$ cat config.mk
export PLATFORM = sky130hd
export DESIGN_NAME = vx_systolic_skew_feeder
export DESIGN_NICKNAME = d
export VERILOG_FILES = /design/src/rtl/vx_systolic_skew_feeder.sv
export SDC_FILE = /design/constraint.sdc
export NUM_CORES = 1
export LEC_CHECK = 0
export BUFFER_PORTS_ARGS = -buffer_cell sky130_fd_sc_hd__buf_2
export CAP_MARGIN = 30
export CORE_MARGIN = 5
export CORE_UTILIZATION = 41
export DETAILED_ROUTE_END_ITERATION = 7
export PLACE_DENSITY = 0.65
export SETUP_SLACK_MARGIN = 0.2
export SLEW_MARGIN = 40
export SYNTH_ARGS = -nofsm -noshare
export SYNTH_HDL_FRONTEND = slang
export SYNTH_SLANG_ARGS = --single-unit
$ cat constraint.sdc
create_clock -name clk -period 6.6 [get_ports clk]
set_input_delay 1.32 -clock clk [delete_from_list [all_inputs] [get_ports clk]]
set_output_delay 1.32 -clock clk [all_outputs]
set_load 0.05 [all_outputs]
$ cat src/rtl/vx_systolic_skew_feeder.sv
// -----------------------------------------------------------------------------
// vx_systolic_skew_feeder
//
// Upstream stage of the systolic array. Each handshake delivers one k-slice:
// column k of A and row k of B. The slice is re-timed into the diagonal
// wavefront the array expects, so lane i reaches the array i cycles after
// lane 0. A small FSM sequences a whole job: it clears the accumulators,
// feeds k_len slices, waits for the wavefront to drain, then pulses done.
//
// Ports
//   clk        clock, all logic on the rising edge
//   reset      asynchronous, active-high
//   start      begin a job; sampled only while idle
//   k_len      number of slices in the job; latched when start is accepted
//   in_valid   slice valid
//   in_ready   slice accepted when in_valid & in_ready (decoded from state only)
//   in_a_vec   A column k, lane i at [i*DATA_SIZE +: DATA_SIZE]
//   in_b_vec   B row k, same packing
//   arr_a      skewed A lanes to the array in_a
//   arr_b      skewed B lanes to the array in_b
//   acc_clear  one-cycle accumulator clear (ORed into the array reset)
//   busy       high whenever a job is in progress
//   done       one-cycle pulse: array results are final
// -----------------------------------------------------------------------------
module vx_systolic_skew_feeder #(
    parameter int MATRIX_SIZE = 3,
    parameter int DATA_SIZE   = 8,
    parameter int MAC_LATENCY = 1
) (
    input  logic                                  clk,
    input  logic                                  reset,
    input  logic                                  start,
    input  logic [15:0]                           k_len,
    input  logic                                  in_valid,
    output logic                                  in_ready,
    input  logic [MATRIX_SIZE*DATA_SIZE-1:0]      in_a_vec,
    input  logic [MATRIX_SIZE*DATA_SIZE-1:0]      in_b_vec,
    output logic [MATRIX_SIZE-1:0][DATA_SIZE-1:0] arr_a,
    output logic [MATRIX_SIZE-1:0][DATA_SIZE-1:0] arr_b,
    output logic                                  acc_clear,
    output logic                                  busy,
    output logic                                  done
);

    // Cycles for the last slice to cross the array diagonal and land in the
    // far-corner PE accumulator.
    localparam int          DRAIN_CYCLES = 2*MATRIX_SIZE - 2 + MAC_LATENCY;
    localparam logic [15:0] DRAIN_LAST   = 16'(DRAIN_CYCLES - 1);

    typedef enum logic [2:0] {
        S_IDLE,
        S_CLEAR,
        S_FEED,
        S_DRAIN,
        S_DONE
    } state_t;

    state_t      state;
    state_t      state_next;
    logic [15:0] k_reg;
    logic [15:0] slice_cnt;
    logic [15:0] drain_cnt;
    logic        accept;
    logic        last_slice;
    logic        drain_end;

    assign accept     = in_valid && in_ready;
    // Only evaluated in FEED, where k_reg is known to be non-zero.
    assign last_slice = (slice_cnt == k_reg - 16'd1);
    assign drain_end  = (drain_cnt == DRAIN_LAST);

    // ---------------------------------------------------------------- state
    // NOTE: registers are written with <= so every flop samples the values
    // from before the edge, independent of block ordering.
    always_ff @(posedge clk or posedge reset) begin
        if (reset) begin
            state <= S_IDLE;
        end else begin
            state <= state_next;
        end
    end

    // ----------------------------------------------------------- next state
    always_comb begin
        // NOTE: default assignment first so no path leaves state_next
        // unassigned, which would infer a latch.
        state_next = state;
        unique case (state)
            S_IDLE:  if (start) state_next = S_CLEAR;
            S_CLEAR: state_next = (k_reg == 16'd0) ? S_DRAIN : S_FEED;
            S_FEED:  if (accept && last_slice) state_next = S_DRAIN;
            S_DRAIN: if (drain_end) state_next = S_DONE;
            S_DONE:  state_next = S_IDLE;
            default: state_next = S_IDLE;
        endcase
    end

    // -------------------------------------------------------------- outputs
    always_comb begin
        in_ready  = 1'b0;
        acc_clear = 1'b0;
        busy      = 1'b1;
        done      = 1'b0;
        unique case (state)
            S_IDLE:  busy      = 1'b0;
            S_CLEAR: acc_clear = 1'b1;
            S_FEED:  in_ready  = 1'b1;
            S_DRAIN: ;
            S_DONE:  done      = 1'b1;
            default: busy      = 1'b0;
        endcase
    end

    // ------------------------------------------------------------- counters
    always_ff @(posedge clk or posedge reset) begin
        if (reset) begin
            k_reg     <= '0;
            slice_cnt <= '0;
            drain_cnt <= '0;
        end else begin
            if (state == S_IDLE && start) begin
                k_reg     <= k_len;
                slice_cnt <= '0;
                drain_cnt <= '0;
            end
            if (accept) begin
                slice_cnt <= slice_cnt + 16'd1;
            end
            if (state == S_DRAIN) begin
                drain_cnt <= drain_cnt + 16'd1;
            end
        end
    end

    // ----------------------------------------------------------- delay lines
    // Lane i is an (i+1)-deep chain shifted every cycle. The head loads the
    // accepted slice, or zero in any cycle without an accept, so a stall
    // pushes a zero slice through all lanes together and keeps alignment.
    for (genvar i = 0; i < MATRIX_SIZE; i++) begin : g_lane
        logic [DATA_SIZE-1:0] a_sr [i+1];
        logic [DATA_SIZE-1:0] b_sr [i+1];

        always_ff @(posedge clk or posedge reset) begin
            if (reset) begin
                // NOTE: these storage registers are reset on purpose; an
                // abandoned job must not leak stale operands into the array.
                for (int s = 0; s <= i; s++) begin
                    a_sr[s] <= '0;
                    b_sr[s] <= '0;
                end
            end else begin
                a_sr[0] <= accept ? in_a_vec[i*DATA_SIZE +: DATA_SIZE] : '0;
                b_sr[0] <= accept ? in_b_vec[i*DATA_SIZE +: DATA_SIZE] : '0;
                for (int s = 1; s <= i; s++) begin
                    a_sr[s] <= a_sr[s-1];
                    b_sr[s] <= b_sr[s-1];
                end
            end
        end

        assign arr_a[i] = a_sr[i];
        assign arr_b[i] = b_sr[i];
    end

endmodule

## Word-level counts from Yosys, hierarchy flattened

Cells that the tools add are included.

| storage, ports and cells | value |
|---|---|
| bits in registers | 147 |
| input bits | 68 |
| output and inout bits | 52 |
| word-level logic and storage cells | 55 |

| cells by class | value |
|---|---|
| add/sub/neg operators | 3 |
| equality and inequality tests | 9 |
| multiplexer cells | 18 |
| reduce and logical (&&, ||, !) cells | 9 |

Operators with widths:

| kind | count |
|---|---|
| $mux 16 | 3 |
| $mux 8 | 6 |
| $add 16x1->16 const B | 2 |
| $eq 16x16->1 | 1 |
| $eq 16x3->1 const B | 1 |
| $logic_not 16->1 | 1 |
| $sub 16x1->16 const B | 1 |
| $pmux 3 s4 | 1 |
| $mux 3 | 3 |
| $eq 3x2->1 const B | 2 |
| $ne 2x2->1 const B | 3 |
| $mux 1 | 5 |
| $reduce_bool 2->1 | 2 |
| $reduce_or 4->1 | 1 |
| $eq 3x1->1 const B | 1 |
| $eq 3x3->1 const B | 1 |
| $logic_and 1x1->1 | 3 |
| $logic_not 3->1 | 1 |
| $reduce_and 3->1 | 1 |

## Logic depth before layout (Yosys ltp)

Gate-level depths: netlist of the first run.

| logic depth | value |
|---|---|
| word-level depth | 6 |
| depth in mapped cells | 7 |
| depth with buffers taken out | 7 |

## Worst setup path after synthesis of the first run

Ideal clock, no wire load.

| timing | value |
|---|---|
| kind | reg-to-output |
| start | reg state[2] |
| end | out acc_clear |
| arrival | 1,697 ps |
| data required time | 5,280 ps |
| slack | 3,583 ps |
| cell stages (with the launch flop) | 3 |
| path buffers | 1 |
| cell sequence | dfrtp_1 buf_4 nor3b_1 |

| on the way | value |
|---|---|
| longest elaborated chain between the ends | 2 |

RTL lines:

| element | RTL line | source |
|---|---|---|
| start, declared | 58 | `state_t state;` |
| start signal, assigned | 79 | `state <= state_next;` |
| $eq 3x1->1 | 104 | `unique case (state)` |
| $mux 1 | 104 |  |
| end, declared | 40 | `output logic acc_clear,` |

Every way passes these cells.

## Worst setup path after layout of the first run

Ends and elaborated chain as after synthesis.

==> results of run 1 <==
==> power by group through the flow <==
stage	registers (µW)	logic (µW)	clock network (µW)
floorplan	1250	649	0
global placement	1240	790	0
detailed placement	1250	805	0
CTS	1240	809	939
global route	1260	879	984
finish	1240	799	914
==> cell families after synthesis <==
kind of cell,synth area share (%)
xor+xnor,3.86
mux,1.72
buf+inv,5.95
compound gates,5.67
flops,62.4
fa+ha+maj,0.849
simple gates,19.5
==> metrics by stage <==
| stage | hold WS [ps] | instances | setup slack [ps] |
|---|---|---|---|
| 4_1_cts | 346 | 791 | 3630 |
| 3_5_place_dp | 335 | 760 | 3670 |
| 2_1_floorplan | 331 | 509 | 1330 |
| 6_report | 346 | 791 | 3660 |
| 3_3_place_gp | 332 | 760 | 3700 |
| 5_1_grt | 348 | 791 | 3480 |
==> critical path, delay by kind of cell (launching register included) <==
kind          cells  cell delay [ps]
flops             1              530
simple gates      1              350
buf+inv           1              330
==> final cells by class <==
type	count	area, µm²
Clock inverter	14	141
Sequential cell	147	3680
Tap cell	180	225
Inverter	5	23.8
Multi-Input combinational cell	306	1880
Clock buffer	17	425
Timing Repair Buffer	122	624
Fill cell	1268	6990
==> how the worst min path moves through the flow <==
stage                            startpoint                           to
2_1_floorplan  g_lane[1].a_sr[10]$_DFF_PP0_          arr_a[10]$_DFF_PP0_
6_report       g_lane[1].b_sr[10]$_DFF_PP0_          arr_b[10]$_DFF_PP0_
4_1_cts        g_lane[2].a_sr[17]$_DFF_PP0_  g_lane[2].a_sr[9]$_DFF_PP0_
3_5_place_dp   g_lane[2].a_sr[11]$_DFF_PP0_          arr_a[19]$_DFF_PP0_
3_3_place_gp   g_lane[2].a_sr[16]$_DFF_PP0_  g_lane[2].a_sr[8]$_DFF_PP0_
5_1_grt        g_lane[1].b_sr[10]$_DFF_PP0_          arr_b[10]$_DFF_PP0_
==> synthesized netlist by cell type, drive strengths merged, types with 3 or more instances <==
master,instances,area share [%]
a21oi,4,0.34
a31oi,3,0.32
and2,50,5.3
and3,8,0.85
buf,36,4.7
clkbuf,15,0.96
dfrtp,147,62
ha,4,0.85
inv,5,0.32
mux2i,9,1.5
nand2,78,5.0
nand3,15,1.4
nand3b,4,0.51
nand4,11,1.3
nor2,17,1.3
nor2b,4,0.42
nor3,8,0.87
nor3b,3,0.38
nor4,7,1.0
o211ai,6,0.76
o21ai,21,1.8
o31ai,8,1.0
xnor2,14,2.1
xor2,12,1.8
==> routing by layer <==
| metal | vias up | wire [µm] |
|---|---|---|
| li1 | 1861 | - |
| met1 | 1885 | 4860 |
| met2 | 97 | 6000 |
| met3 | 18 | 723 |
| met5 | - | 0 |
| met4 | 0 | 183 |
==> metrics.log, run 1 <==
[metrics] number of H-tree levels: 4
[metrics] net switching power of the design: 1080 µW
[metrics] startpoint-to-endpoint class of the critical path: reg2out
[metrics] Area Growth Syn to Fin: 18.8%
[metrics] GR met2 Demand/Resource: 24.5%
[metrics] CP required: 5280 ps
[metrics] layout cells sized above 1: roughly 27%
[metrics] reg-to-reg slack, setup: between 4000 and 5000 ps
[metrics] Total Routed Length: around 12,000 µm
[metrics] unique cell type count in the Yosys netlist: 50
[metrics] number of max-cap violations: 0
[metrics] Via Count: 3,861
[metrics] die height: about 130 µm
[metrics] portion of total power attributed to combinational logic: around 27%
[metrics] number of synthesis warnings: 0
[metrics] clock transition at the registers of the reported paths: 60 ps
[metrics] leading cell type in the layout, fill and taps excluded: sky130_fd_sc_hd__dfrtp_1
[metrics] core area: roughly 14,000 µm²
[metrics] worst endpoint data arrival time: between 1500 and 2000 ps
[metrics] setup violators final: 0
[metrics] total die area: 16,900 µm²
[metrics] sequential fraction of the synthesis area: 62.4%
[metrics] Top-Level Pins: 120
[metrics] Mapped Cells: 509
[metrics] Final period util: 44.5%
[metrics] global-route track usage on met1: around 18%
[metrics] post-route total power: 2950 µW
[metrics] setup repair after global routing missed its margin: false
[metrics] sort of element at the end of the critical path: output pin
[metrics] FF+latch count, synth: 147
[metrics] predominant post-synthesis flop cell: sky130_fd_sc_hd__dfrtp_1
[metrics] mean area per synthesized cell: 11.6 µm²
[metrics] portion of total power attributed to sequential cells: 42.0%
[metrics] kind of path behind the tightest hold check: reg2reg
[metrics] total DRC errors in the routed layout: 0
[metrics] status: complete, no violations
[metrics] hold-fix buffer count after cts: 0
[metrics] number of iterations in the first detailed-routing pass: 4
[metrics] number of buffers inserted during clock tree synthesis: 17
[metrics] Worst path slowest cell: sky130_fd_sc_hd__dfrtp_1
[metrics] number of cells on the worst hold path: 0
[metrics] max_slew headroom: 53.1%
[metrics] Placer Congestion: 0.860
[metrics] static leakage power: roughly 0.0036 µW
[metrics] Fin. Hold Viols: 0
[metrics] critical path fanouts, max: 11
[metrics] design area: roughly 7000 µm²
[metrics] floorplan row count: between 40 and 50
[metrics] detailed placer's ending HPWL: 8190 µm
[metrics] number of cells on the worst reg-to-reg path: 7
[metrics] Post-Syn Nets: between 500 and 600
[metrics] capturing element of the worst setup path: acc_clear
[metrics] Post-CTS Setup Inserts: 0
[metrics] top library cells by usage in the layout, fill and taps aside: sky130_fd_sc_hd__dfrtp_1 (147), sky130_fd_sc_hd__buf_2 (119), sky130_fd_sc_hd__nand2_1 (78)
[metrics] fin nets: 671
[metrics] total power per unit cell area: 422 nW/µm²
[metrics] number of antenna repair diodes: 0
[metrics] number of enable flip-flop cells after synthesis: 0
[metrics] met3 usage: 3.81%
[metrics] worst flop-to-flop path startpoint: k_reg[0]$_DFFE_PP0P_
[metrics] pin count of the biggest net entering global routing: 88
[metrics] internal cell power: ~1900 µW
[metrics] maximum single-stage delay on the critical path: about 530 ps
[metrics] via count of the first global-routing pass: 3,942
[metrics] mean number of vias per cell: 4.88
[metrics] Total Neg Setup Slack: 0 ps
[metrics] detail-routed net length per standard cell: about 15 µm
[metrics] critical path startpoint category: flip-flop
[metrics] Port Buffers: 119
[metrics] VDD IR max: 0.000199 V
[metrics] CTS root buffer: sky130_fd_sc_hd__clkbuf_16
[metrics] clock network power share: 31.0%
[metrics] minimum clock period after layout: between 2000 and 3000 ps
[metrics] total gr overflow: 0
[metrics] Resized Gates After CTS: 0
[metrics] switching share of total power: 36.6%
[metrics] total standard cell area after synthesis: 5890 µm²
[metrics] ordered list of cells on the worst path: nor3b_1 -> buf_2
[metrics] top flop regs: g_lane.a_sr (32), g_lane.b_sr (32)
[metrics] initial antenna violation count: 0
[metrics] worst-skew pair later-pin latency: around 410 ps
[metrics] Die Width: 130 µm
[metrics] CTS tree: built
[metrics] Peak Freq: 340 MHz
[metrics] number of sinks driven by the clock tree: between 100 and 150
[metrics] Top Usage Layer GRT: met2
[metrics] CTS max path bufs: 2
[metrics] initial DRC count: 217
[metrics] Worst Setup SP: state[2]$_DFFE_PP0P_
[metrics] effective utilization at floorplan: 42.1%
[metrics] end-of-flow core utilization: 50.0%
[metrics] Final Slew Violations: 0
[metrics] async set-or-reset flop fraction in the synthesized netlist: 100%
[metrics] global-route usage over all layers: 14.5%
[metrics] antenna viol nets, final: 0
[metrics] total cell area at the placement stage: 6430 µm²
[metrics] global-route wire length before repair: approximately 19,000 µm
[metrics] slew of the pin with the lowest slew margin: 703 ps
[metrics] Worst Skew: roughly 6.1 ps
[metrics] reg-to-reg critical path endpoint: state[0]$_DFFE_PP0P_
Note: power is estimated with default switching activity, not from simulation.
==> inputs of run 2 (changes only) <==
Settings changed: ABC_AREA set to 1, PLACE_DENSITY 0.65 to 0.67.
Clock period 6.6 ns to 2.5 ns, I/O delays scaled along.
==> run 2 against run 1 <==
Net effect: sequential share of layout area decreased by 2.6 points; global-route usage decreased by 0.47 points; via count rose by 15%; worst setup slack got worse by 3300 ps; synthesized cell count increased by 34%; utilization increased by 0.27 points; first-iteration DRC count is 1.4% higher; area after synthesis is 4.7% higher; largest cell class unchanged; largest power group unchanged.
==> metrics.log, run 2 <==
[metrics] CTS tree: built
[metrics] number of synthesis warnings: 0
[metrics] Total Routed Length: 11,800 µm
[metrics] number of buffers inserted during clock tree synthesis: 17
[metrics] setup violators final: 0
[metrics] CTS root buffer: sky130_fd_sc_hd__clkbuf_16
[metrics] floorplan row count: 44
[metrics] Top-Level Pins: 120
[metrics] Worst Skew: ~7 ps
[metrics] via count of the first global-routing pass: 4,242
[metrics] slew of the pin with the lowest slew margin: between 500 and 600 ps
[metrics] fin nets: 858
[metrics] Fill cells: 1,417
[metrics] Mapped Cells: approximately 680
[metrics] startpoint-to-endpoint class of the critical path: reg2out
[metrics] detail-routed net length per standard cell: 12.0 µm
[metrics] area share of the largest cell type after synthesis: 59.6%
[metrics] number of iterations in the first detailed-routing pass: 4
[metrics] predominant post-synthesis flop cell: sky130_fd_sc_hd__dfrtp_1
[metrics] library cell with the highest instance count after synthesis: sky130_fd_sc_hd__dfrtp_1
[metrics] post-layout worst setup margin: between 300 and 400 ps
[metrics] number of max-cap violations: 0
[metrics] total DRC errors in the routed layout: 0
[metrics] number of antenna repair diodes: 0
[metrics] critical path fanouts, max: 5
[metrics] mean area per synthesized cell: 9.02 µm²
[metrics] Total Neg Setup Slack: 0 ps
[metrics] antenna viol nets, final: 0
[metrics] Final Slew Violations: 0
[metrics] global-route usage over all layers: ~14%
[metrics] die height: roughly 130 µm
[metrics] Area Growth Syn to Fin: 19.3%
[metrics] mean number of vias per cell: between 4 and 5
[metrics] status: complete, no violations
[metrics] initial antenna violation count: 0
[metrics] Via Count: 4,447
[metrics] synth top area cells: sky130_fd_sc_hd__dfrtp_1 (60%), sky130_fd_sc_hd__nand2_1 (8.0%), sky130_fd_sc_hd__inv_1 (7.4%)
[metrics] dpl ws: 558 ps
[metrics] pin count of the biggest net entering global routing: 101
[metrics] kind of path behind the tightest hold check: in2async
[metrics] Placer Congestion: between 0.8 and 0.9
[metrics] hold-fix buffer count after cts: 0
[metrics] Post-Syn Nets: 756
[metrics] top flop regs: g_lane.a_sr (32), g_lane.b_sr (32)
[metrics] Final period util: 87.0%
[metrics] core area: 14,600 µm²
[metrics] global-route wire length before repair: 19,700 µm
[metrics] top library cells by usage in the layout, fill and taps aside: sky130_fd_sc_hd__dfrtp_1 (147), sky130_fd_sc_hd__nand2_1 (131), sky130_fd_sc_hd__inv_1 (119)
[metrics] FF+latch count, synth: 147
[metrics] leading cell type in the layout, fill and taps excluded: sky130_fd_sc_hd__dfrtp_1
[metrics] worst endpoint data arrival time: 1680 ps
[metrics] Port Buffers: 119
[metrics] VDD IR max: slightly above 0.0004 V
[metrics] total die area: 17,600 µm²
[metrics] number of H-tree levels: 4
[metrics] total power per unit cell area: about 660 nW/µm²
[metrics] static leakage power: 0.00415 µW
[metrics] Peak Freq: 460 MHz
[metrics] CTS max path bufs: 2
[metrics] clock transition at the registers of the reported paths: about 60 ps
[metrics] critical path startpoint category: flip-flop
[metrics] commonest cells in the netlist: sky130_fd_sc_hd__dfrtp_1 (147), sky130_fd_sc_hd__nand2_1 (131), sky130_fd_sc_hd__inv_1 (121), sky130_fd_sc_hd__nor2_1 (97)
[metrics] max_slew headroom: slightly above 60%
[metrics] sequential fraction of the synthesis area: 59.6%
[metrics] detailed placer's ending HPWL: 8650 µm
[metrics] number of sinks driven by the clock tree: 147
[metrics] initial DRC count: 220
[metrics] effective utilization at floorplan: 42.1%
[metrics] total standard cell area after synthesis: 6170 µm²
[metrics] minimum clock period after layout: 2180 ps
[metrics] sort of element at the end of the critical path: output pin
[metrics] unique cell type count in the Yosys netlist: 35
[metrics] top cell type by total area after synthesis: sky130_fd_sc_hd__dfrtp_1
[metrics] setup repair after global routing missed its margin: false
[metrics] total gr overflow: 0
[metrics] number of enable flip-flop cells after synthesis: 0
[metrics] worst-skew pair later-pin latency: 420 ps
[metrics] CP required: roughly 2000 ps
[metrics] Die Width: approximately 130 µm
[metrics] async set-or-reset flop fraction in the synthesized netlist: 100%
[metrics] Fin. Hold Viols: 0
[metrics] layout cells sized above 1: between 20% and 30%
-- run 2: final cells by class --
class	count	area, µm²	share of cell area (%)
clock buffers	18	429	5.83
multi-input cells	371	1760	23.8
repair buffers	126	663	9.00
well taps	184	230	3.13
clock inverters	14	141	1.92
inverters	123	467	6.34
flip-flops and latches	147	3680	49.9
-- run 2: timing repair --
action | in CTS | in global routing
endpoints found under the setup margin | 0 | 1
gates resized for setup | 0 | 3
setup buffers | 0 | 0
-- run 2: layer usage --
layer / vias up / part of all wire (%) / track usage, %
met1: 2049 / 46 / 17.9
met5: - / 0 / 0
met4: 0 / 1.0 / 4.45
li1: 2272 / - / -
met2: 114 / 47 / 22.8
met3: 12 / 5.9 / 4.44
-- run 2: power breakdown --
part	switching [µW]	total (µW)	internal [µW]
combinational	69.9	116	46.4
clock	1070	2380	1320
sequential	0	2380	2380
total	1140	4880	3740
-- run 2: stage by stage --
step / area [µm²] / instances / util (%) / hold slack (ps) / total power (µW)
floorplan: 6180 / 684 / - / 331 / 2470
global placement: 6790 / 951 / 46.3 / 331 / 2540
detailed placement: 6790 / 951 / 46.3 / 335 / 2540
CTS: 7360 / 983 / 50.2 / 257 / 4960
global route: 7360 / 983 / 50.3 / 266 / 5080
finish: 7360 / 983 / 50.3 / 229 / 4880
-- run 2: critical path: stages, from the launching register on --
cell                       delay (ps)
sky130_fd_sc_hd__dfrtp_1          450
sky130_fd_sc_hd__nor3_2           280
sky130_fd_sc_hd__inv_1            100
sky130_fd_sc_hd__nand2_1          110
sky130_fd_sc_hd__nor2_1            50
sky130_fd_sc_hd__nand2_1           50
sky130_fd_sc_hd__clkbuf_4         220
-- run 2: worst paths after layout --
check,slack (ps),startpoint,endpoint,depth (start not counted)
hold reg to reg,340,g_lane[1].a_sr[14]$_DFF_PP0_,arr_a[14]$_DFF_PP0_,0
setup reg to reg,650,state[0]$_DFFE_PP0P_,slice_cnt[13]$_DFFE_PP0P_,10
hold / removal,230,reset,g_lane[2].a_sr[19]$_DFF_PP0_,3
min in group clk,270,k_len[7],k_reg[7]$_DFFE_PP0P_,3
max in group asynchronous,1800,reset,slice_cnt[12]$_DFFE_PP0P_,3
setup / recovery,320,state[1]$_DFFE_PP0P_,busy,6
-- run 2: cells by family (layout without fill, tap and decap cells) --
kind of cell               Yosys count  after routing  synth area share (%)
DFF                                147            147                  59.6
buffers and inverters              166            281                  12.1
adders and majority gates            4              4                 0.811
and+or+nand+nor                    292            292                  20.2
xor gates and xnor gates            11             11                  1.56
AOI/OAI and AO/OA                   62             62                  5.41
muxes                                2              2                 0.324
==> inputs of run 3 (changes only) <==
Clock period 2.5 ns to 1.9 ns, I/O delays scaled along.
==> run 3 against run 2 <==
Net effect: first-iteration DRC count grew 22%; critical path depth is the same; design area grew 5.6%; utilization grew 2.8 points; worst hold slack lost 82 ps; register-to-register slack lost 470 ps; clock skew grew 3.8 ps; clock power grew 39%; via count grew 2.2%; sequential power grew 32%; sequential share of layout area shrank 2.6 points; critical endpoint unchanged.
==> metrics.log, run 3 (synthesized netlist as in run 2, its figures left out) <==
[metrics] Cell Count, Final, Fillers Out: 1,006
[metrics] net switching power of the design: approximately 1600 µW
[metrics] antenna viol nets, final: 0
[metrics] portion of total power attributed to sequential cells: 47.4%
[metrics] CTS max path bufs: 2
[metrics] sort of element at the end of the critical path: output pin
[metrics] internal cell power: 4980 µW
[metrics] clock transition at the registers of the reported paths: 70 ps
[metrics] Worst Skew: 10.8 ps
[metrics] max_slew headroom: 62.4%
[metrics] leading cell type in the layout, fill and taps excluded: sky130_fd_sc_hd__dfrtp_1
[metrics] total DRC errors in the routed layout: 0
[metrics] routed length on met1: 5810 µm
[metrics] number of antenna repair diodes: 0
[metrics] die height: approximately 130 µm
[metrics] setup violators final: 0
[metrics] Peak Freq: between 500 and 600 MHz
[metrics] Fin. Hold Viols: 0
[metrics] Cells after DPL: 957
[metrics] ordered list of cells on the worst path: nor3_4 -> inv_2 -> nand2_2 -> nor2_2 -> nand2_4 -> buf_8
[metrics] initial antenna violation count: 0
[metrics] critical path startpoint category: flip-flop
[metrics] Placer Congestion: between 0.8 and 0.9
[metrics] end-of-flow core utilization: 53.1%
[metrics] startpoint-to-endpoint class of the critical path: reg2out
[metrics] portion of total power attributed to combinational logic: 2.5%
[metrics] WL met2: 6110 µm
[metrics] kind of path behind the tightest hold check: in2reg
[metrics] status: complete, no violations
[metrics] Final Slew Violations: 0
[metrics] effective utilization at floorplan: 42.1%
[metrics] number of H-tree levels: 4
[metrics] CTS tree: built
[metrics] core area: between 10,000 and 15,000 µm²
[metrics] layout cells sized above 1: 28.1%
[metrics] Port Buffers: 119
[metrics] clock network power share: 50.1%
[metrics] VDD IR max: approximately 0.00072 V
[metrics] Top-Level Pins: 120
[metrics] mean number of vias per cell: 4.52
[metrics] Via Count: 4,545
[metrics] global-route wire length before repair: 20,900 µm
[metrics] pin count of the biggest net entering global routing: 49
[metrics] number of buffers inserted during clock tree synthesis: 17
[metrics] top flop regs: g_lane.a_sr (32), g_lane.b_sr (32)
[metrics] switching share of total power: 24.6%
[metrics] Worst path slowest cell: sky130_fd_sc_hd__dfrtp_2
[metrics] CTS root buffer: sky130_fd_sc_hd__clkbuf_16
[metrics] detailed placer's ending HPWL: just under 9000 µm
[metrics] total gr overflow: 0
[metrics] amount of wire on met3 after detailed routing: 663 µm
[metrics] total die area: 17,600 µm²
[metrics] CP required: 1520 ps
[metrics] Total Routed Length: about 13,000 µm
[metrics] Final period util: 98.0%
[metrics] number of sinks driven by the clock tree: 147
[metrics] critical path fanouts, max: 4
[metrics] detail-routed net length per standard cell: 12.7 µm
[metrics] largest delay contributor family on the critical path: flip-flops
[metrics] top layer reached by signal wires: met4
[metrics] top library cells by usage in the layout, fill and taps aside: sky130_fd_sc_hd__dfrtp_1 (142), sky130_fd_sc_hd__nand2_1 (126), sky130_fd_sc_hd__buf_2 (115)
[metrics] setup repair after global routing missed its margin: true
[metrics] Area Growth Syn to Fin: 26.1%
[metrics] slew of the pin with the lowest slew margin: 564 ps
[metrics] number of max-cap violations: 0
[metrics] Critical path buffers and inverters: 2
[metrics] fin nets: 881
[metrics] worst endpoint data arrival time: 1480 ps
[metrics] Fill cells: between 1,000 and 1,500
[metrics] minimum clock period after layout: ~1900 ps
[metrics] worst-skew pair later-pin latency: 420 ps
[metrics] global-route usage over all layers: 14.9%
[metrics] static leakage power: between 0.004 and 0.005 µW
[metrics] initial DRC count: 268
[metrics] floorplan row count: 44
[metrics] Die Width: about 130 µm
[metrics] via count of the first global-routing pass: about 4,500
[metrics] maximum single-stage delay on the critical path: 470 ps
[metrics] number of iterations in the first detailed-routing pass: 4
[metrics] total power per unit cell area: 848 nW/µm²
[run 3: tightest hold or removal path, cell delays in order]
cell,delay [ps]
sky130_fd_sc_hd__buf_2,70
sky130_fd_sc_hd__nand2_1,40
sky130_fd_sc_hd__nand2_1,40
[run 3: worst paths after layout]
| kind | cells past startpoint | to | startpoint | slack (ps) |
|---|---|---|---|---|
| setup / recovery | 6 | busy | state[2]$_DFFE_PP0P_ | 40 |
| hold / removal | 3 | k_reg[15]$_DFFE_PP0P_ | k_len[15] | 150 |
| setup reg to reg | 10 | state[1]$_DFFE_PP0P_ | k_reg[7]$_DFFE_PP0P_ | 180 |
| hold reg to reg | 0 | arr_a[19]$_DFF_PP0_ | g_lane[2].a_sr[11]$_DFF_PP0_ | 340 |
| max in group asynchronous | 4 | drain_cnt[2]$_DFFE_PP0P_ | reset | 690 |
| min in group asynchronous | 3 | slice_cnt[6]$_DFFE_PP0P_ | reset | 500 |
[run 3: final cells by class]
| cell class | count | area, µm² | area share (%) |
|---|---|---|---|
| Sequential cell | 147 | 3680 | 47.4 |
| Multi-Input combinational cell | 371 | 1890 | 24.2 |
| Timing Repair Buffer | 149 | 893 | 11.5 |
| Inverter | 123 | 475 | 6.11 |
| Clock buffer | 17 | 425 | 5.47 |
| Tap cell | 184 | 230 | 2.96 |
| Clock inverter | 15 | 184 | 2.36 |
[run 3: routing by layer]
layer	track usage, %	up-vias
met5	0	-
met4	5.48	0
li1	-	2313
met3	4.10	15
met2	24.5	105
met1	18.8	2112
[run 3: what timing repair did]
item | in CTS | in global routing
pin swaps | 3 | 8
endpoints found under the setup margin | 6 | 14
gates resized for setup | 26 | 28
hold buffers | 1 | 0
endpoints found under the hold margin | 10 | 0
buffers inserted | 7 | 9
[run 3: power by group through the flow]
stage,Combinational (µW),Clock [µW],Sequential [µW]
after CTS,172,3400,3130
after global routing,195,3540,3130
final,165,3300,3130
after floorplan,64.6,0,3190
after detailed placement,170,0,3190
after global placement,169,0,3190
[run 3: metrics by stage]
stage	setup TNS (ps)	setup slack [ps]	hold WS, ps	total power [µW]	instance area, µm²
4_1_cts	0	21.5	129	6700	7620
2_1_floorplan	-48070	-327	331	3250	6200
5_1_grt	-31.5	-31.5	139	6860	7780
3_3_place_gp	0	174	331	3360	6870
6_report	0	38.8	146	6600	7780
3_5_place_dp	0	91.7	335	3360	6870
